$ cat src/rtl/dmem_port_arbiter_if.sv
// Bus bundle for dmem_port_arbiter: CPU MEM-stage side, DMA/loader side,
// data-memory/IO side and the stall performance counter.
// The slave modport is the arbiter's view; the master modport is the view of
// whatever drives the requesters and models the memory.
interface dmem_port_arbiter_if;
    // CPU MEM stage
    logic        cpu_req;
    logic        cpu_we;
    logic [31:0] cpu_addr;
    logic [31:0] cpu_wdata;
    logic [31:0] cpu_rdata;
    logic        cpu_stall;
    // DMA / loader master
    logic        dma_req;
    logic        dma_we;
    logic [31:0] dma_addr;
    logic [31:0] dma_wdata;
    logic        dma_last;
    logic        dma_gnt;
    logic [31:0] dma_rdata;
    logic        dma_err;
    logic        dma_err_clr;
    // Data memory / IO port
    logic [31:0] mem_addr;
    logic [31:0] mem_wdata;
    logic        mem_we;
    logic [31:0] mem_rdata;
    // Performance
    logic [15:0] perf_stall;

    modport slave (
        input  cpu_req, cpu_we, cpu_addr, cpu_wdata,
        output cpu_rdata, cpu_stall,
        input  dma_req, dma_we, dma_addr, dma_wdata, dma_last, dma_err_clr,
        output dma_gnt, dma_rdata, dma_err,
        output mem_addr, mem_wdata, mem_we,
        input  mem_rdata,
        output perf_stall
    );

    modport master (
        output cpu_req, cpu_we, cpu_addr, cpu_wdata,
        input  cpu_rdata, cpu_stall,
        output dma_req, dma_we, dma_addr, dma_wdata, dma_last, dma_err_clr,
        input  dma_gnt, dma_rdata, dma_err,
        input  mem_addr, mem_wdata, mem_we,
        output mem_rdata,
        input  perf_stall
    );
endinterface

$ cat src/rtl/dmem_port_arbiter.sv
// dmem_port_arbiter: shares the single data-memory/IO port between the CPU
// MEM stage (priority) and a burst DMA/loader master. DMA waiting behind the
// CPU is force-granted after MAX_WAIT cycles; a DMA grant is released after
// at most BURST_MAX beats, followed by one HOLD cycle back to the CPU.
// Optional feature macro: DMEM_ARB_PERF_EN builds the CPU stall-cycle counter
// on perf_stall; without it perf_stall is tied to zero.
module dmem_port_arbiter #(
    parameter int unsigned MAX_WAIT  = 8,   // 1..255
    parameter int unsigned BURST_MAX = 16   // 1..255
) (
    input  logic                   ram_clock,
    input  logic                   resetn,
    dmem_port_arbiter_if.slave     bus
);

    typedef enum logic [1:0] {
        ST_CPU  = 2'd0,
        ST_DMA  = 2'd1,
        ST_HOLD = 2'd2
    } state_t;

    localparam logic [7:0] WAIT_LAST = 8'(MAX_WAIT - 1);
    localparam logic [7:0] BEAT_LAST = 8'(BURST_MAX - 1);

    state_t      state_r;
    state_t      state_s;
    logic [7:0]  wait_cnt_r;
    logic [7:0]  wait_cnt_s;
    logic [7:0]  beat_cnt_r;
    logic [7:0]  beat_cnt_s;
    logic        dma_err_r;
    logic        dma_err_s;
    logic        io_hit_s;
    logic        dma_beat_s;
    logic        dma_owns_s;

    // The top 256 bytes of the address space are memory-mapped IO.
    assign io_hit_s   = (bus.dma_addr[31:8] == 24'hffffff);
    // Grant is decoded from registered state only, never from dma_req.
    assign dma_owns_s = (state_r == ST_DMA);
    assign dma_beat_s = dma_owns_s & bus.dma_req;

    // State, wait counter, beat counter and sticky error register.
    always_ff @(posedge ram_clock or negedge resetn) begin
        if (!resetn) begin
            state_r    <= ST_CPU;
            wait_cnt_r <= 8'd0;
            beat_cnt_r <= 8'd0;
            dma_err_r  <= 1'b0;
        end else begin
            state_r    <= state_s;
            wait_cnt_r <= wait_cnt_s;
            beat_cnt_r <= beat_cnt_s;
            dma_err_r  <= dma_err_s;
        end
    end

    // Next-state logic: CPU priority, bounded DMA wait and bounded burst.
    always_comb begin
        state_s    = state_r;
        wait_cnt_s = wait_cnt_r;
        beat_cnt_s = beat_cnt_r;
        case (state_r)
            ST_CPU: begin
                if (bus.dma_req && bus.cpu_req) begin
                    if (wait_cnt_r != 8'hff) begin
                        wait_cnt_s = wait_cnt_r + 8'd1;
                    end else begin
                        wait_cnt_s = wait_cnt_r;
                    end
                end else begin
                    wait_cnt_s = 8'd0;
                end
                if (bus.dma_req && (!bus.cpu_req || (wait_cnt_r == WAIT_LAST))) begin
                    state_s    = ST_DMA;
                    beat_cnt_s = 8'd0;
                    wait_cnt_s = 8'd0;
                end else begin
                    state_s = ST_CPU;
                end
            end
            ST_DMA: begin
                wait_cnt_s = 8'd0;
                if (bus.dma_req) begin
                    beat_cnt_s = beat_cnt_r + 8'd1;
                    if (bus.dma_last || (beat_cnt_r == BEAT_LAST)) begin
                        state_s = ST_HOLD;
                    end else begin
                        state_s = ST_DMA;
                    end
                end else begin
                    // Burst abandoned: hand the port back.
                    state_s = ST_HOLD;
                end
            end
            ST_HOLD: begin
                wait_cnt_s = 8'd0;
                state_s    = ST_CPU;
            end
            default: begin
                state_s    = ST_CPU;
                wait_cnt_s = 8'd0;
                beat_cnt_s = 8'd0;
            end
        endcase
    end

    // Sticky IO-write error; a new error in the clear cycle keeps it set.
    always_comb begin
        dma_err_s = dma_err_r;
        if (dma_beat_s && bus.dma_we && io_hit_s) begin
            dma_err_s = 1'b1;
        end else if (bus.dma_err_clr) begin
            dma_err_s = 1'b0;
        end else begin
            dma_err_s = dma_err_r;
        end
    end

    // Port mux: the owner selected by registered state drives the memory.
    always_comb begin
        bus.mem_addr  = bus.cpu_addr;
        bus.mem_wdata = bus.cpu_wdata;
        bus.mem_we    = 1'b0;
        if (dma_owns_s) begin
            bus.mem_addr  = bus.dma_addr;
            bus.mem_wdata = bus.dma_wdata;
            bus.mem_we    = bus.dma_req & bus.dma_we & ~io_hit_s;
        end else begin
            bus.mem_addr  = bus.cpu_addr;
            bus.mem_wdata = bus.cpu_wdata;
            bus.mem_we    = bus.cpu_req & bus.cpu_we;
        end
    end

    assign bus.cpu_rdata = bus.mem_rdata;
    assign bus.dma_rdata = bus.mem_rdata;
    assign bus.dma_gnt   = dma_owns_s;
    assign bus.cpu_stall = dma_owns_s & bus.cpu_req;
    assign bus.dma_err   = dma_err_r;

`ifdef DMEM_ARB_PERF_EN
    logic [15:0] perf_stall_r;

    // Saturating count of cycles in which the pipeline is held.
    always_ff @(posedge ram_clock or negedge resetn) begin
        if (!resetn) begin
            perf_stall_r <= 16'h0000;
        end else if (bus.cpu_stall && (perf_stall_r != 16'hffff)) begin
            perf_stall_r <= perf_stall_r + 16'h0001;
        end else begin
            perf_stall_r <= perf_stall_r;
        end
    end

    assign bus.perf_stall = perf_stall_r;
`else
    assign bus.perf_stall = 16'h0000;
`endif

endmodule

$ cat src/flat_wrapper.sv
// flat-port wrapper written by rule: the top's interface ports become plain ports
module dmem_port_arbiter_flat 
#(
    parameter int unsigned MAX_WAIT  = 8,            
    parameter int unsigned BURST_MAX = 16            
)
  (ram_clock, resetn, bus_cpu_req, bus_cpu_we, bus_cpu_addr, bus_cpu_wdata, bus_cpu_rdata, bus_cpu_stall, bus_dma_req, bus_dma_we, bus_dma_addr, bus_dma_wdata, bus_dma_last, bus_dma_err_clr, bus_dma_gnt, bus_dma_rdata, bus_dma_err, bus_mem_addr, bus_mem_wdata, bus_mem_we, bus_mem_rdata, bus_perf_stall);
  dmem_port_arbiter_if bus_i ();
  input  logic ram_clock;
  input  logic resetn;
  input wire logic [$bits(bus_i.cpu_req)-1:0] bus_cpu_req;
  input wire logic [$bits(bus_i.cpu_we)-1:0] bus_cpu_we;
  input wire logic [$bits(bus_i.cpu_addr)-1:0] bus_cpu_addr;
  input wire logic [$bits(bus_i.cpu_wdata)-1:0] bus_cpu_wdata;
  output wire logic [$bits(bus_i.cpu_rdata)-1:0] bus_cpu_rdata;
  output wire logic [$bits(bus_i.cpu_stall)-1:0] bus_cpu_stall;
  input wire logic [$bits(bus_i.dma_req)-1:0] bus_dma_req;
  input wire logic [$bits(bus_i.dma_we)-1:0] bus_dma_we;
  input wire logic [$bits(bus_i.dma_addr)-1:0] bus_dma_addr;
  input wire logic [$bits(bus_i.dma_wdata)-1:0] bus_dma_wdata;
  input wire logic [$bits(bus_i.dma_last)-1:0] bus_dma_last;
  input wire logic [$bits(bus_i.dma_err_clr)-1:0] bus_dma_err_clr;
  output wire logic [$bits(bus_i.dma_gnt)-1:0] bus_dma_gnt;
  output wire logic [$bits(bus_i.dma_rdata)-1:0] bus_dma_rdata;
  output wire logic [$bits(bus_i.dma_err)-1:0] bus_dma_err;
  output wire logic [$bits(bus_i.mem_addr)-1:0] bus_mem_addr;
  output wire logic [$bits(bus_i.mem_wdata)-1:0] bus_mem_wdata;
  output wire logic [$bits(bus_i.mem_we)-1:0] bus_mem_we;
  input wire logic [$bits(bus_i.mem_rdata)-1:0] bus_mem_rdata;
  output wire logic [$bits(bus_i.perf_stall)-1:0] bus_perf_stall;
  assign bus_i.cpu_req = bus_cpu_req;
  assign bus_i.cpu_we = bus_cpu_we;
  assign bus_i.cpu_addr = bus_cpu_addr;
  assign bus_i.cpu_wdata = bus_cpu_wdata;
  assign bus_cpu_rdata = bus_i.cpu_rdata;
  assign bus_cpu_stall = bus_i.cpu_stall;
  assign bus_i.dma_req = bus_dma_req;
  assign bus_i.dma_we = bus_dma_we;
  assign bus_i.dma_addr = bus_dma_addr;
  assign bus_i.dma_wdata = bus_dma_wdata;
  assign bus_i.dma_last = bus_dma_last;
  assign bus_i.dma_err_clr = bus_dma_err_clr;
  assign bus_dma_gnt = bus_i.dma_gnt;
  assign bus_dma_rdata = bus_i.dma_rdata;
  assign bus_dma_err = bus_i.dma_err;
  assign bus_mem_addr = bus_i.mem_addr;
  assign bus_mem_wdata = bus_i.mem_wdata;
  assign bus_mem_we = bus_i.mem_we;
  assign bus_i.mem_rdata = bus_mem_rdata;
  assign bus_perf_stall = bus_i.perf_stall;
  dmem_port_arbiter #(.MAX_WAIT(MAX_WAIT), .BURST_MAX(BURST_MAX)) u_core (.ram_clock(ram_clock), .resetn(resetn), .bus(bus_i));
endmodule
$ cat config.mk
export PLATFORM = sky130hd
export DESIGN_NAME = dmem_port_arbiter_flat
export DESIGN_NICKNAME = d
export VERILOG_FILES = /design/src/rtl/dmem_port_arbiter_if.sv /design/src/rtl/dmem_port_arbiter.sv /design/src/flat_wrapper.sv
export SDC_FILE = /design/constraint.sdc
export NUM_CORES = 1
export LEC_CHECK = 0
export CORE_AREA = 5 5 120 122
export DETAILED_ROUTE_END_ITERATION = 8
export DIE_AREA = 0 0 125 127
export HOLD_SLACK_MARGIN = 0.06
export PLACE_DENSITY = 0.66
export SLEW_MARGIN = 30
export SYNTH_ARGS = -nofsm -noshare
export SYNTH_HDL_FRONTEND = slang
export SYNTH_SLANG_ARGS = --single-unit
$ cat constraint.sdc
create_clock -name ram_clock -period 1.8 [get_ports ram_clock]
set_input_delay 0.36 -clock ram_clock [delete_from_list [all_inputs] [get_ports ram_clock]]
set_output_delay 0.36 -clock ram_clock [all_outputs]
set_load 0.05 [all_outputs]
=== Yosys cells after proc, flatten, opt, wreduce, memory -nomap -nowiden ===
Index checks and enable logic that the tools add are counted.

* Muxes and demuxes: 16
* Equality and inequality tests: 9
* Order comparisons: 0
* $add $sub $neg: 2
* Shift-type cells: 0
* Reduce and logical (&&, ||, !) cells: 10
* Multipliers: 0
* Div/mod/pow operators: 0
* Bitwise gates (word level): 7

{| class="wikitable"
|+ Operators with widths
! operator !! number
|-
| two-way mux 32 bit || 2
|-
| two-way mux 8 bit || 6
|-
| equality test 24 bit (second input constant) || 1
|-
| case mux 8 bit (3 select lines) || 1
|-
| adder 8 x 1 -> 8 bit (second input constant) || 2
|-
| equality test 8 x 3 -> 1 bit (second input constant) || 1
|-
| equality test 8 x 4 -> 1 bit (second input constant) || 1
|-
| != test 8 bit (second input constant) || 1
|-
| bitwise AND 1 bit || 5
|-
| logical AND 1 bit || 4
|-
| two-way mux 1 bit || 4
|-
| two-way mux 2 bit || 2
|-
| != test 4 bit (second input constant) || 1
|-
| case mux 2 bit (2 select lines) || 1
|-
| AND reduction 3 bit || 1
|-
| equality test 2 x 1 -> 1 bit (second input constant) || 1
|-
| equality test 2 bit (second input constant) || 1
|-
| logical NOT 2 bit || 1
|-
| logical OR 1 bit || 2
|-
| != test 2 x 1 -> 1 bit (second input constant) || 1
|-
| != test 2 bit (second input constant) || 1
|-
| inverter 1 bit || 2
|-
| nonzero test 2 bit || 1
|-
| logical NOT 1 bit || 1
|}

* Memories kept: 0
* Bits in latches: 0
* Input port bits: 168
* RAM bits: 0
* Output and inout port bits: 148
* ROM bits: 0
* Logic and storage cells: 48
* Register bits: 19

=== Longest topological paths before layout ===
* Depth after elaboration: 5
* Gate-level depth with buffers: 8
* Gate-level depth less buffers: 5

=== Worst setup path before layout ===
OpenSTA, ideal clock, no wires.

* Path type: reg2out
* From: reg u_core.state_r[1]
* To: out bus_mem_wdata[19]
* Data required time: 1.440 ns
* Stages on the path, launching flop included: 8
* Path buffers: 3
* Slack: -0.138 ns
* Data arrival time: 1.578 ns
* Path through: dfrtp_1 > buf_6 > nand2b_1 > buf_2 > inv_2 > buf_2 > nand2_1 > nand2_1

* Longest elaborated chain between the ends: 2

{| class="wikitable"
|+ RTL lines
! item !! RTL line !! text
|-
| from (decl) || dmem_port_arbiter.sv:25 || <nowiki>state_t state_r;</nowiki>
|-
| from (signal assigned) || dmem_port_arbiter.sv:51 || <nowiki>state_r <= state_s;</nowiki>
|-
| equality test 2 x 1 -> 1 bit || dmem_port_arbiter.sv:40 || <nowiki>assign dma_owns_s = (state_r == ST_DMA);</nowiki>
|-
| net bus_dma_gnt || flat_wrapper.sv:23 || <nowiki>output wire logic [$bits(bus_i.dma_gnt)-1:0] bus_dma_gnt;</nowiki>
|-
| two-way mux 32 bit || dmem_port_arbiter.sv:125 || <nowiki>if (dma_owns_s) begin</nowiki>
|-
| to (decl) || flat_wrapper.sv:27 || <nowiki>output wire logic [$bits(bus_i.mem_wdata)-1:0] bus_mem_wdata;</nowiki>
|}

The timed path passes the listed nets, and every way through them passes these cells.

=== Final worst setup path ===
* From: in bus_dma_addr[22]
* To: out bus_mem_we

* Longest elaborated chain between the ends: 4

{| class="wikitable"
|+ RTL lines
! item !! RTL line !! text
|-
| from (decl) || flat_wrapper.sv:19 || <nowiki>input wire logic [$bits(bus_i.dma_addr)-1:0] bus_dma_addr;</nowiki>
|-
| equality test 24 bit || dmem_port_arbiter.sv:38 || <nowiki>assign io_hit_s = (bus.dma_addr[31:8] == 24'hffffff);</nowiki>
|-
| inverter 1 bit || dmem_port_arbiter.sv:128 || <nowiki>bus.mem_we = bus.dma_req & bus.dma_we & ~io_hit_s;</nowiki>
|-
| bitwise AND 1 bit || dmem_port_arbiter.sv:128 ||
|-
| two-way mux 1 bit || dmem_port_arbiter.sv:125 ||
|-
| to (decl) || flat_wrapper.sv:28 || <nowiki>output wire logic [$bits(bus_i.mem_we)-1:0] bus_mem_we;</nowiki>
|}

No other way between the ends.

==> results by group <==
Run status
  • Status: complete, but fails checks
  • Failing checks: negative setup slack

STA
  • Unrepaired setup endpoints after global routing: true
  • F_max: 544 MHz
  • Worst setup margin: -0.0389 ns
  • Final-report setup violation count: 40
  • Layout Skew: around 0.0016 ns
  • Final min period: about 1.8 ns
  • Setup TNS: -0.914 ns
  • Endpoints failing hold: 0
  • Max Slew Vio Count: 0
  • Final Cycle Share: 102%
  • WHS: between 0.4 and 0.5 ns

Route
  • Routed wl met3: roughly 1.1 mm
  • # DRC: 0
  • Met2 wire length: a little under 7 mm
  • DR WL/cell: around 17 µm
  • Met1 Routed Length: 4.99 mm
  • DR pass1 iterations: 4
  • Via density: 4.28
  • Vias: between 3000 and 4000
  • Routed WL: approximately 13 mm
  • Post-route ant nets: 0
  • Max Used Layer: met4
  • Initial DRC Count: 113

Finish
  • Fin util: around 45%
  • Fillers: around 1300
  • Layout cells sized above 1: between 40% and 50%
  • Nets: 753
  • ANT cells: 0
  • Fin cells: ~760
  • Commonest non-fill, non-tap cell in the layout: nand2_1
  • Most frequent cells in the layout: nand2_1 (111), clkdlybuf4s50_1 (110), buf_12 (70), nand2_2 (60), nand2_4 (35)
  • Area grow syn2layout: 127%
  • Post-route cell area: ~0.0059 mm²

Place
  • Placed cell area: 0.00514 mm²
  • DP HPWL: approximately 10 mm
  • Worst slack at placement: -0.498 ns
  • IO buf count: about 200
  • Placed cell count: about 740
  • RePlAce Congestion: between 0.9 and 1

Synthesis
  • XOR/XNOR Fraction of Synth Area: ~1.0%
  • Top post-synthesis cells by area: nand2_1 (30%), buf_4 (24%), dfrtp_1 (18%), o21ai_0 (3.3%), nor2_1 (2.0%)
  • Yosys top cell area share: between 20 and 30%
  • Synth area leader: nand2_1
  • Ys async rst share: 100%
  • Synth warn: 0
  • Synth cell types: 44
  • Syn Inst Count: between 400 and 500
  • Mux cell area share after synthesis: roughly 1.3%
  • #FFs+latches synth: 19
  • Syn avg cell area: between 6 and 7 µm²
  • Post-synthesis sequential area ratio: a little under a fifth
  • Synth Area in Adders: less than 1%
  • Largest family of logic cells by synthesized area: simple AND/OR/NAND/NOR gates
  • Synthesized area: about 0.0026 mm²
  • Post-synth EDFFs: 0
  • Synth Area in Simple Gates: roughly 42%
  • Complex-gate fraction of the synthesized area: under 10%
  • Dominant synthesized flop cell: dfrtp_1

Power and ir drop
  • Logic pwr share: around three quarters
  • Switching Share: 44.1%
  • Int Power: around 2.1 mW
  • Switching power: between 1.5 and 2 mW
  • Maximum VDD drop: ~290 µV
  • Total power: ~3.8 mW
  • Flop pwr share: between 10% and 20%
  • P_leak: around 2.7 nW
  • Cell Pwr Density: roughly 640 mW/mm²
  • Clk network pwr share: approximately 12%

Die
  • Num ports: 316
  • Die height: about 130 µm
  • DIE AREA: 0.0159 mm²
  • Starting Density: approximately 20%
  • Die span in x: between 100 and 150 µm
  • Core Region: roughly 0.013 mm²
  • Row count: 42

Worst hold path
  • HP Class: input port to async pin

Clock network
  • Later-pin clock latency in the skew report: approximately 0.25 ns
  • CTS Sinks: 19
  • CTS tree: yes
  • Clk slew on worst S/H paths: ~0.05 ns
  • Clock buffer depth: 2
  • Root buf cell: clkbuf_16
  • CTS Buf Count: 3
  • H-tree depth: 1

Critical path
  • CP max-delay cell: dlygate4sd2_1
  • Worst Reg-to-Reg Cells: 5
  • Cell family with most CP delay: buffers and inverters
  • Crit Path Class: input port to output pin
  • Req. time, crit path: between 1 and 1.5 ns
  • CP Capture Type: output pin
  • Crit path buffers/inverters: 2
  • Nature of the critical path startpoint: input port
  • CP Cell Sequence: dlygate4sd2_1, nand4_1, nor2_2, nand2_1, a32o_2, buf_12
  • Critical path data arrival time: about 1.5 ns
  • Peak per-stage delay on the critical path: about 0.29 ns
  • CP Max Fanout: 2
  • Path length in cells of the critical path: 6

Flow run
  • Total of max-cap violations: 0

Global routing
  • Overflow after GRT: 0
  • Total GRT Usage: between 10% and 20%
  • Initial antenna violation count: 0
  • Largest net degree at the start of global routing: 40
  • Vias in the first global route: 3275
  • First-pass GRT wire length: 18.4 mm
repair_timing:
item | in CTS | in global routing
endpoints found under the setup margin | 66 | 66
pin swaps | 28 | 23
gates resized for setup | 129 | 64
gates cloned | 5 | 4
hold buffers | 0 | 0
setup buffers | 5 | 4
kinds of logic after synthesis:
logic type / count (synthesis)
DFF: 19
AOI/OAI and AO/OA: 35
xor gates and xnor gates: 3
muxes: 3
and+or+nand+nor: 254
other: 1
adders and majority gates: 2
buffers and inverters: 103
cell usage after synthesis, types with 2 or more instances:
cell type	count
nand2b_1	2
clkbuf_1	6
nor2_1	14
nor3_1	3
o21ai_0	17
a21boi_0	2
a21oi_1	3
ha_1	2
xnor2_1	2
dfrtp_1	19
inv_1	4
a22o_1	3
o211ai_1	2
nand2_1	206
nor2b_1	2
nor4_1	2
nand4_1	8
buf_2	8
mux2_2	2
nand3_1	7
buf_4	83
layout make-up:
| type | instances | area, µm² | share of cell area (%) |
|---|---|---|---|
| clock buffers | 4 | 78.8 | 1.34 |
| inverters | 5 | 31.3 | 0.533 |
| multi-input cells | 313 | 1880 | 32.1 |
| flip-flops and latches | 19 | 475 | 8.10 |
| well taps | 176 | 220 | 3.75 |
| repair buffers | 241 | 3180 | 54.2 |
routing by layer:
metal | up-vias | track usage [%]
li1 | 1574 | -
met4 | 0 | 3.38
met2 | 170 | 26.6
met3 | 27 | 5.59
met1 | 1475 | 15.9
met5 | - | 0
sequential cells by signal (all words and copies together), names as in the netlist:
name,cells
u_core.state_r,2
u_core.beat_cnt_r,8
u_core.bus.dma_err,1
u_core.wait_cnt_r,8
path summary, 6_finish.rpt:
| check | startpoint | endpoint | slack (ns) |
|---|---|---|---|
| setup / recovery | bus_dma_addr[22] | bus_mem_we | -0.04 |
| hold / removal | resetn | u_core.wait_cnt_r[4]$_DFFE_PN0P_ | 0.44 |
| setup reg to reg | u_core.wait_cnt_r[1]$_DFFE_PN0P_ | u_core.wait_cnt_r[6]$_DFFE_PN0P_ | 0.15 |
| hold reg to reg | u_core.beat_cnt_r[1]$_DFFE_PN0P_ | u_core.beat_cnt_r[1]$_DFFE_PN0P_ | 0.54 |
| max in group asynchronous | resetn | u_core.wait_cnt_r[2]$_DFFE_PN0P_ | 1.15 |
| min in group ram_clock | u_core.beat_cnt_r[1]$_DFFE_PN0P_ | u_core.beat_cnt_r[1]$_DFFE_PN0P_ | 0.54 |
power by group through the flow:
stage,registers [mW],clock network (mW),logic [mW]
2_1_floorplan,0.527,0,1.56
3_5_place_dp,0.536,0,2.47
4_1_cts,0.534,0.470,2.67
6_report,0.535,0.460,2.78
3_3_place_gp,0.536,0,2.46
5_1_grt,0.544,0.492,2.89
No activity file was read; power rests on OpenSTA's default activity.
==> edit 1: new RTL, same flow settings <==
The 3 states of `state_t` get a one-hot encoding in 3 bits.
--- a/src/rtl/dmem_port_arbiter.sv
+++ b/src/rtl/dmem_port_arbiter.sv
@@ -13,10 +13,10 @@
     dmem_port_arbiter_if.slave     bus
 );
 
-    typedef enum logic [1:0] {
-        ST_CPU  = 2'd0,
-        ST_DMA  = 2'd1,
-        ST_HOLD = 2'd2
+    typedef enum logic [2:0] {
+        ST_CPU  = 3'b001,
+        ST_DMA  = 3'b010,
+        ST_HOLD = 3'b100
     } state_t;
 
     localparam logic [7:0] WAIT_LAST = 8'(MAX_WAIT - 1);
Check against the original RTL: same outputs for any inputs over 10 cycles, from zero or initial values and one cycle with resetn low; not proved beyond that.
==> edit 1 against the original RTL <==
The flow still finishes with violations (negative setup slack); sequential share of layout area rose by 1.6 points; total power down 33%; cell count fell by 1.6%; worst setup slack got worse by 0.12 ns; sequential cell count grew 1; cell area shrank 12%; routed wire length fell by 3.3%; area after synthesis is 3.2% lower; die area unchanged.
==> edit 1: results (changes against the original RTL) <==
| Metric | Value |
|---|---|
| Most instantiated cells after synthesis | 202 x nand2_1, 80 x buf_4, 19 x dfrtp_1 |
| Combinational power | 1.46 mW (-47%) |
| Final HPWL from detailed placement | 10.0 mm (+3.0%) |
| Reported sequential group power | 470 uW (-12%) |
| Run status | complete, but fails checks |
| Setup ws final | -0.159 ns (-0.120 ns) |
| R2R Path End | u_core.beat_cnt_r[7] |
| Multiplexer share of the synthesized area | 0.00852 (-0.00409) |
| Leakage power | 2.46 nW (-10%) |
| Synthesized-area fraction occupied by ao, oa, aoi and oai cells | 0.0857 (-0.00352) |
| CTS Buf Count | 3 (unchanged) |
| Distinct cells, synth | 43 (-2.3%) |
| Layout Nets | 741 (-1.6%) |
| Routed length on met1 | 5.09 mm (+1.9%) |
| Final setup violation count | 66 (+65%) |
| Diodes inserted | 0 (unchanged) |
| Initial detailed-routing violation count | 119 (+5.3%) |
| GRT Util Overall | 0.143 (-0.00271) |
| Layout cell share with drive strength beyond 1 | 0.363 (-0.0423) |
| Met1 demand-to-capacity share in global routing | 0.179 (+0.0199) |
| Internal reg-to-reg setup slack | 0.03 ns (-0.12 ns) |
| Fraction of the yosys area taken by sequential cells | 0.201 (+0.0167) |
| Placer Congestion | 0.861 (-5.7%) |
| Adder and majority gate portion of the synthesized area | 0.0100 (+0.000326) |
| GR met3 Demand/Resource | 0.0526 (-0.00334) |
| Biggest regs | u_core.beat_cnt_r (8), u_core.wait_cnt_r (8), u_core.state_r (3) |
| Maximum clock skew at final layout | 0.00359 ns (+0.00204 ns) |
| Area share of xor/xnor cells in the synthesized design | 0.0246 (+0.0144) |
| Peak supply drop | 0.000461 V (+58%) |
| Crit path DAT | 1.60 ns (+0.12 ns) |
| Top area cells in the synthesized netlist | nand2_1 30%, buf_4 24%, dfrtp_1 19% |
| Worst flop-to-flop path startpoint | u_core.wait_cnt_r[3] |
| Wire length on met2 | 6.43 mm (-5.9%) |
| Met2 Track Usage GR | 0.246 (-0.0199) |
| Routed wirelength normalized by instance count | 17.1 um (-1.8%) |
| Number of global-route vias before repair | 3121 (-4.7%) |
| Met3 WL | 1.21 mm (+7.8%) |
| Wire length of the first global-routing pass | 18.5 mm (+0.37%) |
| Internal Pwr Total | 1.56 mW (-26%) |
| Clock Power | 606 uW (+32%) |
| Failing checks | negative setup slack |
## edit 1: cell types whose count changed after synthesis, moves of 3 or more
cell	before	now
o21ai_0	17	6
buf_2	8	0
nor2_1	14	7
clkbuf_1	6	12
nand2_1	206	202
a21oi_1	3	6
and3_1	1	4
buf_1	0	3
buf_4	83	80
## edit 1: timing repair
| action | 4_1_cts | 5_1_grt |
|---|---|---|
| buffers inserted | 6 | 5 |
| pin swaps | 10 | 10 |
| cloned | 0 | 2 |
| endpoints found under the setup margin | 76 | 83 |
| resized for setup | 122 | 59 |
## edit 1: layout make-up
cell class              instances  area (um^2)
fillers                      1275         7920
inverters                       4         22.5
repair buffers                243         2690
clock buffers                   3         75.1
clock inverters                 1         30.0
flip-flops and latches         20          502
well taps                     176          220
multi-input cells             299         1630
## edit 1: worst max path at each step
stage,start,end,cells after the start
after floorplan,u_core.state_r[0],bus_mem_wdata[10],7
after global placement,bus_dma_addr[31],bus_mem_we,6
after detailed placement,bus_dma_addr[31],bus_mem_we,6
after CTS,u_core.state_r[0],bus_mem_addr[9],7
after global routing,u_core.state_r[0],bus_mem_addr[2],7
final,u_core.state_r[0],bus_mem_we,6
## edit 1: critical path, stage by stage (launching register included)
cell     delay (ns)
dfstp_2        0.55
nor2_4         0.05
nand2_4        0.13
inv_8          0.07
and2_4         0.18
a31o_4         0.22
buf_8          0.14
## edit 1: through the flow
stage               area (um^2)  TNS (ns)  setup WS (ns)  cells  hold WS [ns]
floorplan                  2730         0         0.0139    418        0.0644
global placement           4380     -1.29         -0.427    729         0.491
detailed placement         4380     -1.52         -0.445    729         0.499
CTS                        4850     -9.69         -0.213    739         0.371
global route               5170    -11.01         -0.205    746         0.401
finish                     5170     -6.67         -0.159    746         0.368
==> edit 2: new RTL, same flow settings <==
Made on the original files. Build with the macro `DMEM_ARB_PERF_EN` defined.
--- a/src/rtl/dmem_port_arbiter.sv
+++ b/src/rtl/dmem_port_arbiter.sv
@@ -4,6 +4,8 @@
 // at most BURST_MAX beats, followed by one HOLD cycle back to the CPU.
 // Optional feature macro: DMEM_ARB_PERF_EN builds the CPU stall-cycle counter
 // on perf_stall; without it perf_stall is tied to zero.
+`define DMEM_ARB_PERF_EN
+
 module dmem_port_arbiter #(
     parameter int unsigned MAX_WAIT  = 8,   // 1..255
     parameter int unsigned BURST_MAX = 16   // 1..255
Function: changed (a bounded check fails within 4 cycles, from zero or initial values and one cycle with resetn low).
==> edit 2 against the original RTL <==
The flow still finishes with violations (negative setup slack); total power increased by 35%; cell area grew 22%; cell count rose by 11%; largest power group unchanged; worst setup slack got worse by 0.053 ns; critical endpoint unchanged; fmax is 2.8% lower; routed wire length rose by 25%; non-clock buffer count is 25 higher; sequential cell count rose by 16; clock skew is 0.0071 ns higher; area after synthesis rose by 24%.
==> edit 2: results (changes against the original RTL) <==
| Metric | Value |
|---|---|
| Run status | complete, but fails checks |
| Failing checks | negative setup slack |
| Filler Cells Inserted | 1117 (-11%) |
| CP max-delay cell | nor4_2 |
| Final setup violation count | 56 (+40%) |
| Leakage power | 3.27 nW (+20%) |
| Cells resized by post-CTS repair | 179 (+39%) |
| Port buffer count | 219 (+7.9%) |
| Most instantiated cells after synthesis | 206 x nand2_1, 65 x buf_4, 35 x dfrtp_1 |
| Number of global-route vias before repair | 4187 (+28%) |
| Cell family contributing the most delay on the critical path | simple AND/OR/NAND/NOR gates |
| R2R Path End | u_core.bus.perf_stall[7] |
| Initial detailed-routing violation count | 232 (+110%) |
| Placer Congestion | 0.876 (-4.1%) |
| Met1 demand-to-capacity share in global routing | 0.217 (+0.0572) |
| Crit path DAT | 1.53 ns (+0.05 ns) |
| CTS Buf Count | 5 (+2) |
| Area share of xor/xnor cells in the synthesized design | 0.0464 (+0.0362) |
| GR met3 Demand/Resource | 0.0810 (+0.0250) |
| Layout Nets | 836 (+11%) |
| Total Routed Length | 16.5 mm (+25%) |
| Adder and majority gate portion of the synthesized area | 0.0117 (+0.00200) |
| Peak supply drop | 0.000352 V (+21%) |
| Top area cells in the synthesized netlist | dfrtp_1 27%, nand2_1 24%, buf_4 15% |
| Wire length on met2 | 8.38 mm (+23%) |
| Setup crit start | bus_dma_addr[15] |
| Layout cell share with drive strength beyond 1 | 0.462 (+0.0570) |
| Worst skew pair latency | 0.28 ns (+0.03 ns) |
| Met3 WL | 1.66 mm (+48%) |
| Routed length on met1 | 5.96 mm (+19%) |
| Maximum number of pins on one net before global-route repair | 36 (-10%) |
| Met2 Track Usage GR | 0.320 (+0.0535) |
| Synthesized-area fraction occupied by ao, oa, aoi and oai cells | 0.0815 (-0.00775) |
| Setup ws final | -0.0916 ns (-0.0527 ns) |
| Number of setup buffers added after CTS | 13 (+8) |
| Multiplexer share of the synthesized area | 0.0160 (+0.00338) |
| Sum of negative setup slack | -1.73 ns (-0.819 ns) |
==> edit 2: cell types whose count changed after synthesis, moves of 4 or more <==
| cell | unedited run | this run |
|---|---|---|
| buf_4 | 83 | 65 |
| dfrtp_1 | 19 | 35 |
| xor2_1 | 1 | 14 |
| o21ai_0 | 17 | 5 |
| a21oi_1 | 3 | 13 |
| clkbuf_1 | 6 | 16 |
| buf_2 | 8 | 0 |
| nor4_1 | 2 | 8 |
| nand3_1 | 7 | 12 |
| nand4_1 | 8 | 13 |
| o2bb2ai_1 | 0 | 5 |
| inv_1 | 4 | 8 |
| nor3_1 | 3 | 7 |
==> edit 2: area by class of cell <==
cell class / count / share of cell area
clock buffers: 6 / 0.0193
clock inverters: 2 / 0.00488
inverters: 8 / 0.00645
multi-input cells: 349 / 0.346
flip-flops and latches: 35 / 0.124
well taps: 176 / 0.0307
repair buffers: 266 / 0.468
==> edit 2: kinds of logic after synthesis <==
group / Yosys count
muxes: 5
xor gates and xnor gates: 17
adders and majority gates: 3
DFF: 35
and+or+nand+nor: 287
AOI/OAI and AO/OA: 37
buffers and inverters: 90
==> edit 2: report_power, final <==
part | internal (mW) | total, mW | switching (mW)
combinational | 1.44 | 3.07 | 1.63
clock | 0.688 | 1.01 | 0.321
sequential | 0.889 | 1.03 | 0.141
==> edit 2: metrics by stage <==
stage | hold slack, ns | power (mW) | area (um^2) | std cells | setup WS [ns]
floorplan | 0.0644 | 2.69 | 3370 | 474 | -0.0755
global placement | 0.469 | 3.72 | 6080 | 811 | -0.576
detailed placement | 0.477 | 3.76 | 6080 | 811 | -0.561
CTS | 0.473 | 5.01 | 6800 | 836 | -0.0688
global route | 0.516 | 5.33 | 7180 | 842 | -0.139
finish | 0.481 | 5.11 | 7180 | 842 | -0.0916
